--- config.mk ---
export PLATFORM = sky130hd
export DESIGN_NAME = layer1_relu_maxpool
export DESIGN_NICKNAME = d
export VERILOG_FILES = /design/src/rtl/layer1_relu_maxpool.sv
export SDC_FILE = /design/constraint.sdc
export NUM_CORES = 1
export LEC_CHECK = 0
export ABC_AREA = 1
export CORE_MARGIN = 5
export CORE_UTILIZATION = 40
export CTS_CLUSTER_DIAMETER = 40
export DETAILED_ROUTE_END_ITERATION = 10
export GPL_ROUTABILITY_DRIVEN = 0
export PLACE_DENSITY = 0.61
export SLEW_MARGIN = 10
export SYNTH_ARGS = -nofsm -noshare
export SYNTH_HDL_FRONTEND = slang
export SYNTH_SLANG_ARGS = --single-unit
--- constraint.sdc ---
create_clock -name clk -period 3.2 [get_ports clk]
set_clock_uncertainty 0.15 [all_clocks]
set_input_delay 0.32 -clock clk [delete_from_list [all_inputs] [get_ports clk]]
set_output_delay 0.32 -clock clk [all_outputs]
set_load 0.1 [all_outputs]
--- src/rtl/layer1_relu_maxpool.sv ---
// layer1_relu_maxpool
//   Applies ReLU followed by 2x2 / stride-2 max pooling to the layer-1
//   convolution stream. Input and output are both raster-ordered streams.
//   A single line buffer of COL/2 entries holds the horizontal pair maxima
//   of each even row until the matching odd row arrives.
//
// Handshake (both sides): a beat transfers on a rising edge where
//   valid & ready. A producer holds valid and data stable until the transfer.
//   in_ready = ~(out_valid & ~out_ready), so a full-rate stream with
//   out_ready held high never stalls.
//
// Ports:
//   clk        clock, rising edge
//   rst        asynchronous active-high reset
//   in_data    signed conv sum (DW bits)
//   in_valid   in_data valid
//   in_ready   block can accept in_data this cycle
//   out_data   pooled value (never negative)
//   out_valid  out_data valid
//   out_ready  downstream accepts out_data
//   frame_done one-cycle pulse after the last pooled value of a frame transfers
module layer1_relu_maxpool #(
    parameter int COL = 30,
    parameter int ROW = 30,
    parameter int DW  = 16
) (
    input  logic          clk,
    input  logic          rst,
    input  logic [DW-1:0] in_data,
    input  logic          in_valid,
    output logic          in_ready,
    output logic [DW-1:0] out_data,
    output logic          out_valid,
    input  logic          out_ready,
    output logic          frame_done
);

    localparam int CW   = (COL > 1) ? $clog2(COL) : 1;
    localparam int RW   = (ROW > 1) ? $clog2(ROW) : 1;
    localparam int HALF = COL / 2;
    localparam int IW   = (HALF > 1) ? $clog2(HALF) : 1;

    logic [CW-1:0] col_cnt;
    logic [RW-1:0] row_cnt;
    logic [DW-1:0] pair_reg;
    logic          last;
    logic [DW-1:0] linebuf [HALF];

    logic          accept;
    logic          xfer;
    logic [DW-1:0] relu;
    logic [IW-1:0] idx;
    logic [DW-1:0] lb_rd;
    logic          col_last;
    logic          row_last;

    // Both operands are already non-negative, so an unsigned compare is exact.
    function automatic logic [DW-1:0] max2(input logic [DW-1:0] a, input logic [DW-1:0] b);
        return (a >= b) ? a : b;
    endfunction

    assign in_ready = ~(out_valid & ~out_ready);
    assign accept   = in_valid & in_ready;
    assign xfer     = out_valid & out_ready;
    assign relu     = in_data[DW-1] ? '0 : in_data;
    assign idx      = IW'(col_cnt >> 1);
    assign lb_rd    = linebuf[idx];
    assign col_last = (col_cnt == CW'(COL - 1));
    assign row_last = (row_cnt == RW'(ROW - 1));

    // Position counters: col wraps each row, row wraps each frame.
    always_ff @(posedge clk or posedge rst) begin
        if (rst) begin
            col_cnt <= '0;
            row_cnt <= '0;
        end else if (accept) begin
            if (col_last) begin
                col_cnt <= '0;
                row_cnt <= row_last ? '0 : row_cnt + RW'(1);
            end else begin
                col_cnt <= col_cnt + CW'(1);
            end
        end
    end

    // Horizontal pair register: even rows hold the left pixel, odd rows hold
    // the max of the left pixel and the stored upper pair.
    always_ff @(posedge clk or posedge rst) begin
        if (rst) begin
            pair_reg <= '0;
        end else if (accept && !col_cnt[0]) begin
            pair_reg <= row_cnt[0] ? max2(relu, lb_rd) : relu;
        end
    end

    // Line buffer has no reset: every entry is written on an even row before
    // the odd row reads it.
    always_ff @(posedge clk) begin
        if (accept && !row_cnt[0] && col_cnt[0]) begin
            linebuf[idx] <= max2(pair_reg, relu);
        end
    end

    // Output register. A new pooled value loaded in the same cycle as a
    // transfer wins over the clear.
    always_ff @(posedge clk or posedge rst) begin
        if (rst) begin
            out_data   <= '0;
            out_valid  <= 1'b0;
            last       <= 1'b0;
            frame_done <= 1'b0;
        end else begin
            frame_done <= xfer & last;
            if (accept && row_cnt[0] && col_cnt[0]) begin
                out_data  <= max2(pair_reg, relu);
                out_valid <= 1'b1;
                last      <= row_last & col_last;
            end else if (xfer) begin
                out_valid <= 1'b0;
                last      <= 1'b0;
            end
        end
    end

endmodule

==> metrics.txt, run 1 <==
Min-Delay Path Class in2async; detailed placer's ending HPWL 21.3 mm; f_max 308 MHz; antenna viol nets, final 0; Worst setup SP type register; r2r endpoint pair_reg[3]; layout cell share with drive strength beyond 1 24.6%; setup TNS -387 ps; Total Routing Usage GR 18.7%; Reg2Reg Depth 23; Max Cap Viol 0; maximum vdd drop 506 uV; PortBufs 38; Critical Path Source col_cnt[2]; Fin. Hold Viols 0; global-route wire length before repair 49.7 mm; die height 186 um; Synth async-reset ratio 15.8%; CTS Buffer Depth 3; Area Growth Syn to Fin 29.9%; DRC 0; worst-margin pin slew 974 ps; cell with the most instances after synthesis edfxtp_1; # nets final 1272; area share of the largest cell type after synthesis 58.0%; pins over their slew limit 0; Final Setup Violations 15; hold_ws 179 ps; dpl ws -103 ps; Lkg Pwr 6.47 nW; Synth warnings 0; flops & latches, synth 285; Seq/Total Area, Yosys 67.1%; WL/cell 20.0 um; via/cell ratio 5.31; initial antenna violation count 0; site row count 64; Yosys top cell by area edfxtp_1; Post-synth top cells edfxtp_1, nand2_1, a22oi_1, inv_1, nand3_1; Post-synth EDFFs 240; number of buffers created by CTS 40; core area 30600 um^2; Synth area leaders edfxtp_1, dfrtp_1, nand2_1; Syn Nets 1090; largest net degree at the start of global routing 46; max reg flops 240; Reg-to-Reg Start col_cnt[2]; CTS tree done; PnR worst setup slack -44.6 ps; violated checks setup timing; Crit Path Max Fanout 11; Post-CTS Hold Buffers 0; Die ar. 34700 um^2; Sink Count 285; post-layout min period 3240 ps; Vias 8735; Synth Area per Inst 12.0 um^2; total wire length 33.0 mm; number of top-level pins 39; post-route cell area 16100 um^2; Clock transition at path regs 50 ps; Slew headroom 34.9%; Syn Inst Count 1036; CP required 3460 ps; drt pass-1 iters 5; unrepaired setup endpoints after global routing yes; WP data arrival 3500 ps; clk root buf clkbuf_16; R2R Setup Slk -40 ps; Initial Util 40.6%; Synth Flop Type edfxtp_1; Core Util, Final 52.7%; GR Overflow Total 0; Cell Area, Synth 12400 um^2; Synth cell types 43; status complete, but fails checks; Area after DPL 14200 um^2; vias in the first global route 8511; CP endpoint kind register; Setup CP Type reg2reg; Worst-Skew Late Latency 540 ps; power density over the cells 1130 nW/um^2; First DRT Iteration DRCs 735; chip width 186 um; diodes inserted 0; htree depth 2; Tcrit/Tclk final 101%
where the power goes:
part | internal [W] | switching, W | total, W
Clock | 0.00283 | 0.00171 | 0.00454
Combinational | 0.00293 | 0.00510 | 0.00803
Sequential | 0.00533 | 0.000254 | 0.00558
stage by stage:
step / instances / total power, W
4_1_cts: 1624 / 0.0175
6_report: 1646 / 0.0182
2_1_floorplan: 1036 / 0.0100
3_5_place_dp: 1550 / 0.0128
3_3_place_gp: 1550 / 0.0127
5_1_grt: 1646 / 0.0192
worst max-delay path, stage by stage, from the launching register on:
cell	delay, ps
dfrtp_2	480
buf_6	150
nor2_4	200
buf_12	190
buf_12	140
a22o_1	130
a21oi_1	40
o21ai_1	170
nor2_1	60
buf_4	150
ha_1	270
nand2_1	60
nand2_1	40
nand2_1	60
nand2_1	50
nand2_1	50
nand2_1	70
nand2_1	80
nand2_2	60
nand2_4	150
buf_12	150
nand3_2	70
nand3_1	80
nand2_1	50
cell type report:
cell class	count	area, um^2
inverter	94	360
sequential	285	8340
clock inverter	29	367
fill	2565	14500
multi-input combinational	617	3790
timing repair buffer	180	1760
tap	396	495
clock buffer	45	1020
logic make-up after synthesis:
group	after synthesis	synth area share, %
AO/OA/AOI/OAI	178	9.53
adder cells (fa/ha/maj)	34	3.43
buffers and inverters	136	4.72
flip-flops	285	67.1
AND/OR/NAND/NOR	403	15.2
cells in the final DEF (no fill, tap or decap), types with 7 or more instances in the layout:
master,n
a21oi_1,57
a22oi_1,83
a22oi_2,7
and2_1,15
buf_12,21
buf_4,118
buf_6,8
clkbuf_16,42
clkdlybuf4s50_1,29
dfrtp_1,43
edfxtp_1,240
ha_1,29
inv_1,84
inv_2,7
nand2_1,214
nand2_2,16
nand3_1,52
nand3_2,9
nand4_1,18
nor2_1,29
nor2_2,12
o21ai_0,9
worst max path at each step:
stage                          end  slack [ps]  depth (start not counted)
floorplan           linebuf[10][0]        -210                          7
global placement       pair_reg[4]        -120                         18
detailed placement    pair_reg[10]        -100                         26
CTS                    pair_reg[4]          10                         21
global route          pair_reg[12]        -240                         27
finish                 pair_reg[3]         -40                         23
per-layer routing:
metal / vias to the layer above / wire length, um / track usage [%]
met3: 62 / 2130 / 3.81
met1: 4288 / 14800 / 26.2
met2: 301 / 15300 / 29.6
met4: 0 / 790 / 6.09
met5: - / 0 / 0
li1: 4084 / - / -
what timing repair did:
item / CTS / global route
setup buffers: 0 / 18
setup endpoints to repair: 15 / 15
gates resized for setup: 8 / 55
cloned: 0 / 4
pin swaps: 1 / 24
No activity file was read; power rests on OpenSTA's default activity.
==> run 2, diff against run 1 <==
--- a/config.mk
+++ b/config.mk
@@ -6,9 +6,8 @@
 export NUM_CORES = 1
 export LEC_CHECK = 0
 export ABC_AREA = 1
-export CORE_MARGIN = 5
+export CORE_MARGIN = 2
 export CORE_UTILIZATION = 40
-export CTS_CLUSTER_DIAMETER = 40
 export DETAILED_ROUTE_END_ITERATION = 10
 export GPL_ROUTABILITY_DRIVEN = 0
 export PLACE_DENSITY = 0.61
==> metrics.txt, run 2 (synthesis gave the netlist of run 1 again) <==
status completed; Tcrit/Tclk final 98.9%; GR Util met1 27.6%; CP cell instances inv_4 > nor2_4 > buf_12 > buf_4 > a22o_1 > a21oi_2 > o21ai_1 > nor2_1 > buf_4 > ha_4 > nand2_1 > nor2_2 > a211oi_2 > buf_4 > nor2_4 > nor2_8 > buf_12 > nand3_1 > nand3_1 > nand2_1; dpl ws -46.9 ps; Total Routing Usage GR 19.1%; CP peak stage delay 480 ps; vias in the first global route 8318; sequential share of power 33.2%; switching power 0.00668 W; fin cells 1631; antenna viol nets, final 0; met3 usage 2.45%; FF/Latch Area 8340 um^2; Area Growth Syn to Fin 25.7%; drt pass-1 iters 7; part of the power in the clock network 20.0%; grt met2 use 30.7%; WP data arrival 3460 ps; htree depth 1; # nets final 1265; Max Cap Viol 0; r2r endpoint pair_reg[4]; clk root buf clkbuf_16; chip width 180 um; WL/cell 19.5 um; PnR worst setup slack 35.9 ps; layout filler cell count 2631; number of top-level pins 39; Final Setup Violations 0; sw frac 39.7%; Die ar. 32500 um^2; number of buffers created by CTS 29; total wire length 31.8 mm; max reg flops 240; Setup CP Type reg2reg; CP required 3490 ps; core area 30600 um^2; Crit-path slowest cell dfrtp_2; Top Usage Layer GRT met2; Lkg Pwr 6.26 nW; Initial Util 40.6%; largest net degree at the start of global routing 46; placed cells 1558; worst-margin pin slew 982 ps; unrepaired setup endpoints after global routing yes; maximum vdd drop 532 uV; global-route wire length before repair 48.1 mm; via/cell ratio 5.25; Fin. Hold Viols 0; Reg2Reg Depth 20; Clock transition at path regs 60 ps; Worst setup SP type register; DRC 0; Most common cell on crit path buf_4; pins over their slew limit 0; initial antenna violation count 2; PortBufs 38; Int Pwr 0.0102 W; layout cell share with drive strength beyond 1 23.4%; Vias 8557; Area after DPL 14300 um^2; post-route cell area 15600 um^2; CP endpoint kind register; f_max 316 MHz; die height 180 um; Worst-Skew Late Latency 550 ps; CTS Buffer Depth 3; commonest non-fill, non-tap cell in the layout edfxtp_1; Slew headroom 34.3%; Crit Path Max Fanout 9; Critical Path Source col_cnt[1]; area of the multi-input gates 3750 um^2; Gate power share 46.8%; GR Overflow Total 0; site row count 64; Reg-to-Reg Start col_cnt[1]; First DRT Iteration DRCs 743; power density over the cells 1080 nW/um^2; Sink Count 285; detailed placer's ending HPWL 21.2 mm; post-layout min period 3160 ps; most frequent cells in the layout edfxtp_1, nand2_1, buf_4, inv_1, a22oi_1; Min-Delay Path Class in2async; R2R Setup Slk 40 ps; CTS tree done
[run 2: cell count changes in the layout (fill, tap and decap cells not counted), moves of 6 or more]
cell | previous run | this run
clkbuf_16 | 42 | 32
buf_6 | 8 | 1
buf_12 | 21 | 13
a22oi_1 | 83 | 77
buf_4 | 118 | 137
a22oi_2 | 7 | 13
[run 2: layout make-up]
cell class                 count  share of cell area (%)
sequential                   285                    53.4
inverter                      94                    2.36
clock inverter                19                    1.29
clock buffer                  35                    4.79
antenna                        1                  0.0160
timing repair buffer         185                    10.9
multi-input combinational    615                    24.0
timing repair inverter         1                  0.0401
tap                          396                    3.17
[run 2: power groups by stage]
stage	combinational, W	clock [W]	sequential (W)
5_1_grt	0.00858	0.00359	0.00563
2_1_floorplan	0.00374	0	0.00626
3_5_place_dp	0.00724	0	0.00565
4_1_cts	0.00733	0.00343	0.00558
6_report	0.00788	0.00338	0.00558
3_3_place_gp	0.00714	0	0.00564
[run 2: worst max-delay path by stage]
stage	end	slack, ps
2_1_floorplan	linebuf[10][0]	-210
3_3_place_gp	pair_reg[4]	-40
3_5_place_dp	pair_reg[4]	-50
4_1_cts	pair_reg[13]	10
5_1_grt	pair_reg[9]	-210
6_report	pair_reg[4]	40
[run 2: repair_timing]
item                                    CTS  global route
hold buffers                              0             0
endpoints found under the setup margin   15            15
cloned                                    0             4
resized for setup                         5            47
setup buffers                             2            12
pin swaps                                 1            21
[run 2: critical path: cells and delay by family, from the launching register on]
family / cells / cell delay, ps
compound gates: 4 / 500
simple gates: 9 / 800
buf+inv: 6 / 890
fa+ha+maj: 1 / 210
flops: 1 / 480
[run 2: per-stage QoR]
step	TNS [ps]	hold slack, ps	total power, W	util (%)
5_1_grt	-2380	225	0.0178	51.0
2_1_floorplan	-40570	299	0.0100	-
3_3_place_gp	-391	312	0.0128	46.6
3_5_place_dp	-459	315	0.0129	46.6
6_report	0	160	0.0168	51.1
4_1_cts	0	200	0.0163	49.8
[run 2: metal layers]
metal	up-vias	wire length [um]
met3	54	2010
met5	-	0
met2	266	14900
met1	4176	14200
li1	4061	-
met4	0	660
==> run 3, diff against run 2 <==
==> constraint.sdc (replaced) <==
create_clock -name clk -period 2.9 [get_ports clk]
set_clock_uncertainty 0.15 [all_clocks]
set_input_delay 0.29 -clock clk [delete_from_list [all_inputs] [get_ports clk]]
set_output_delay 0.29 -clock clk [all_outputs]
set_load 0.1 [all_outputs]
==> metrics.txt, run 3 (synthesis gave the netlist of run 1 again) <==
power density over the cells 1240 nW/um^2; Fin. Hold Viols 0; r2r endpoint pair_reg[3]; Met2 Wirelength 15.3 mm; # nets final 1313; Crit Path Max Fanout 11; Reg-to-Reg Start col_cnt[2]; initial antenna violation count 1; Vias 8722; commonest non-fill, non-tap cell in the layout edfxtp_1; max reg flops 240; CP cell instances nor2_4 > buf_12 > buf_12 > nand2_1 > nand3_1 > nand2_1 > inv_1 > nor2_2 > nor3b_4 > ha_1 > a21oi_2 > nor2_2 > a211oi_2 > nor2_4 > nor2_8 > buf_12 > nand3_1 > nand3_1 > nand2_1; chip width 180 um; Slew headroom 60.1%; top layer in use met4; CP Depth 19; First DRT Iteration DRCs 702; CP Capture Point pair_reg[3]; Tcrit/Tclk final 106%; Die ar. 32500 um^2; CP peak stage delay 480 ps; most frequent cells in the layout edfxtp_1, nand2_1, buf_4, inv_1, a22oi_1; Sink Count 285; hold_ws 181 ps; global-route wire length before repair 49.5 mm; number of buffers created by CTS 30; PortBufs 38; layout cell share with drive strength beyond 1 28.2%; Area Growth Syn to Fin 31.5%; violated checks setup timing; WP data arrival 3370 ps; pins over their slew limit 0; Lkg Pwr 6.60 nW; CP endpoint kind register; vias in the first global route 8634; f_max 326 MHz; number of top-level pins 39; DRC 0; CTS tree done; Max Cap Viol 0; Reg2Reg Depth 19; CP required 3210 ps; Buffers & Inverters on Critical Path 4; htree depth 1; die height 180 um; drt pass-1 iters 5; Clock transition at path regs 60 ps; site row count 64; PnR worst setup slack -164 ps; Critical Path Source col_cnt[2]; setup TNS -2280 ps; Initial Util 40.6%; via/cell ratio 5.19; status complete, but fails checks; CP top delay family simple AND/OR/NAND/NOR gates; worst-margin pin slew 598 ps; Worst-Skew Late Latency 580 ps; total wire length 32.4 mm; Worst setup SP type register; dpl ws -331 ps; Core Util, Final 53.4%; clk root buf clkbuf_16; Crit-path slowest cell dfrtp_2; detailed placer's ending HPWL 22.1 mm; Final Setup Violations 15; unrepaired setup endpoints after global routing yes; Min-Delay Path Class in2reg; WL/cell 19.3 um; core area 30600 um^2; largest net degree at the start of global routing 25; Setup CP Type reg2reg; antenna viol nets, final 0; Power Total 0.0202 W; M1 WL 14.4 mm; post-layout min period 3060 ps; CTS Buffer Depth 3; maximum vdd drop 612 uV; met3 wire length 1.84 mm; R2R Setup Slk -160 ps; GR Overflow Total 0; Total Routing Usage GR 19.7%
run 3: changes by cell type in the layout (fill, tap and decap cells not counted), moves of 6 or more:
cell / before / now
buf_12: 13 / 37
buf_4: 137 / 165
buf_6: 1 / 7
clkdlybuf4s50_1: 30 / 19
nand3_1: 54 / 60
nor2_1: 27 / 21
run 3: worst register-to-register path, stage by stage, from the launching register on:
cell and delay (ps):
dfrtp_2 480, nor2_4 210, buf_12 180, buf_12 130
nand2_1 60, nand3_1 80, nand2_1 60, inv_1 70
nor2_2 40, nor3b_4 150, ha_1 320, a21oi_2 160
nor2_2 50, a211oi_2 230, nor2_4 90, nor2_8 160
buf_12 140, nand3_1 70, nand3_1 80, nand2_1 50
run 3: worst min-delay path by stage:
stage,cells past startpoint,to,slack (ps),from
2_1_floorplan,2,frame_done,280,out_ready
3_3_place_gp,2,out_data[9],310,out_data[9]
3_5_place_dp,2,out_data[1],320,out_data[1]
4_1_cts,3,frame_done,170,out_ready
5_1_grt,3,frame_done,220,out_ready
6_report,3,frame_done,180,out_ready
run 3: metrics by stage:
step                      cell area (um^2)  std cells
after CTS                            16100       1669
final                                16300       1679
after detailed placement             14900       1608
after global routing                 16300       1678
after global placement               14900       1608
after floorplan                      12600       1036
run 3: report_power, final:
group	total (W)	switching [W]	internal (W)
Clock	0.00377	0.00160	0.00217
Sequential	0.00612	0.000274	0.00585
Combinational	0.0103	0.00592	0.00441
run 3: repair_timing:
action / in CTS / in global routing
gates resized for setup: 30 / 28
endpoints found under the setup margin: 15 / 15
hold buffers: 1 / 0
setup buffers: 5 / 5
endpoints found under the hold margin: 23 / 0
gates cloned: 0 / 4
pin swaps: 10 / 6
run 3: area by class of cell:
cell class,count,area [um^2]
repair buffers,233,2360
flip-flops and latches,285,8340
diodes,1,2.50
clock buffers,34,766
clock inverters,21,209
multi-input cells,615,3790
well taps,396,495
inverters,94,370
fillers,2582,14300
run 3: layer usage:
| metal | GRT usage, % | vias up |
|---|---|---|
| li1 | - | 4158 |
| met1 | 26.9 | 4262 |
| met2 | 32.3 | 240 |
| met3 | 3.25 | 62 |
| met4 | 5.87 | 0 |
| met5 | 0 | - |
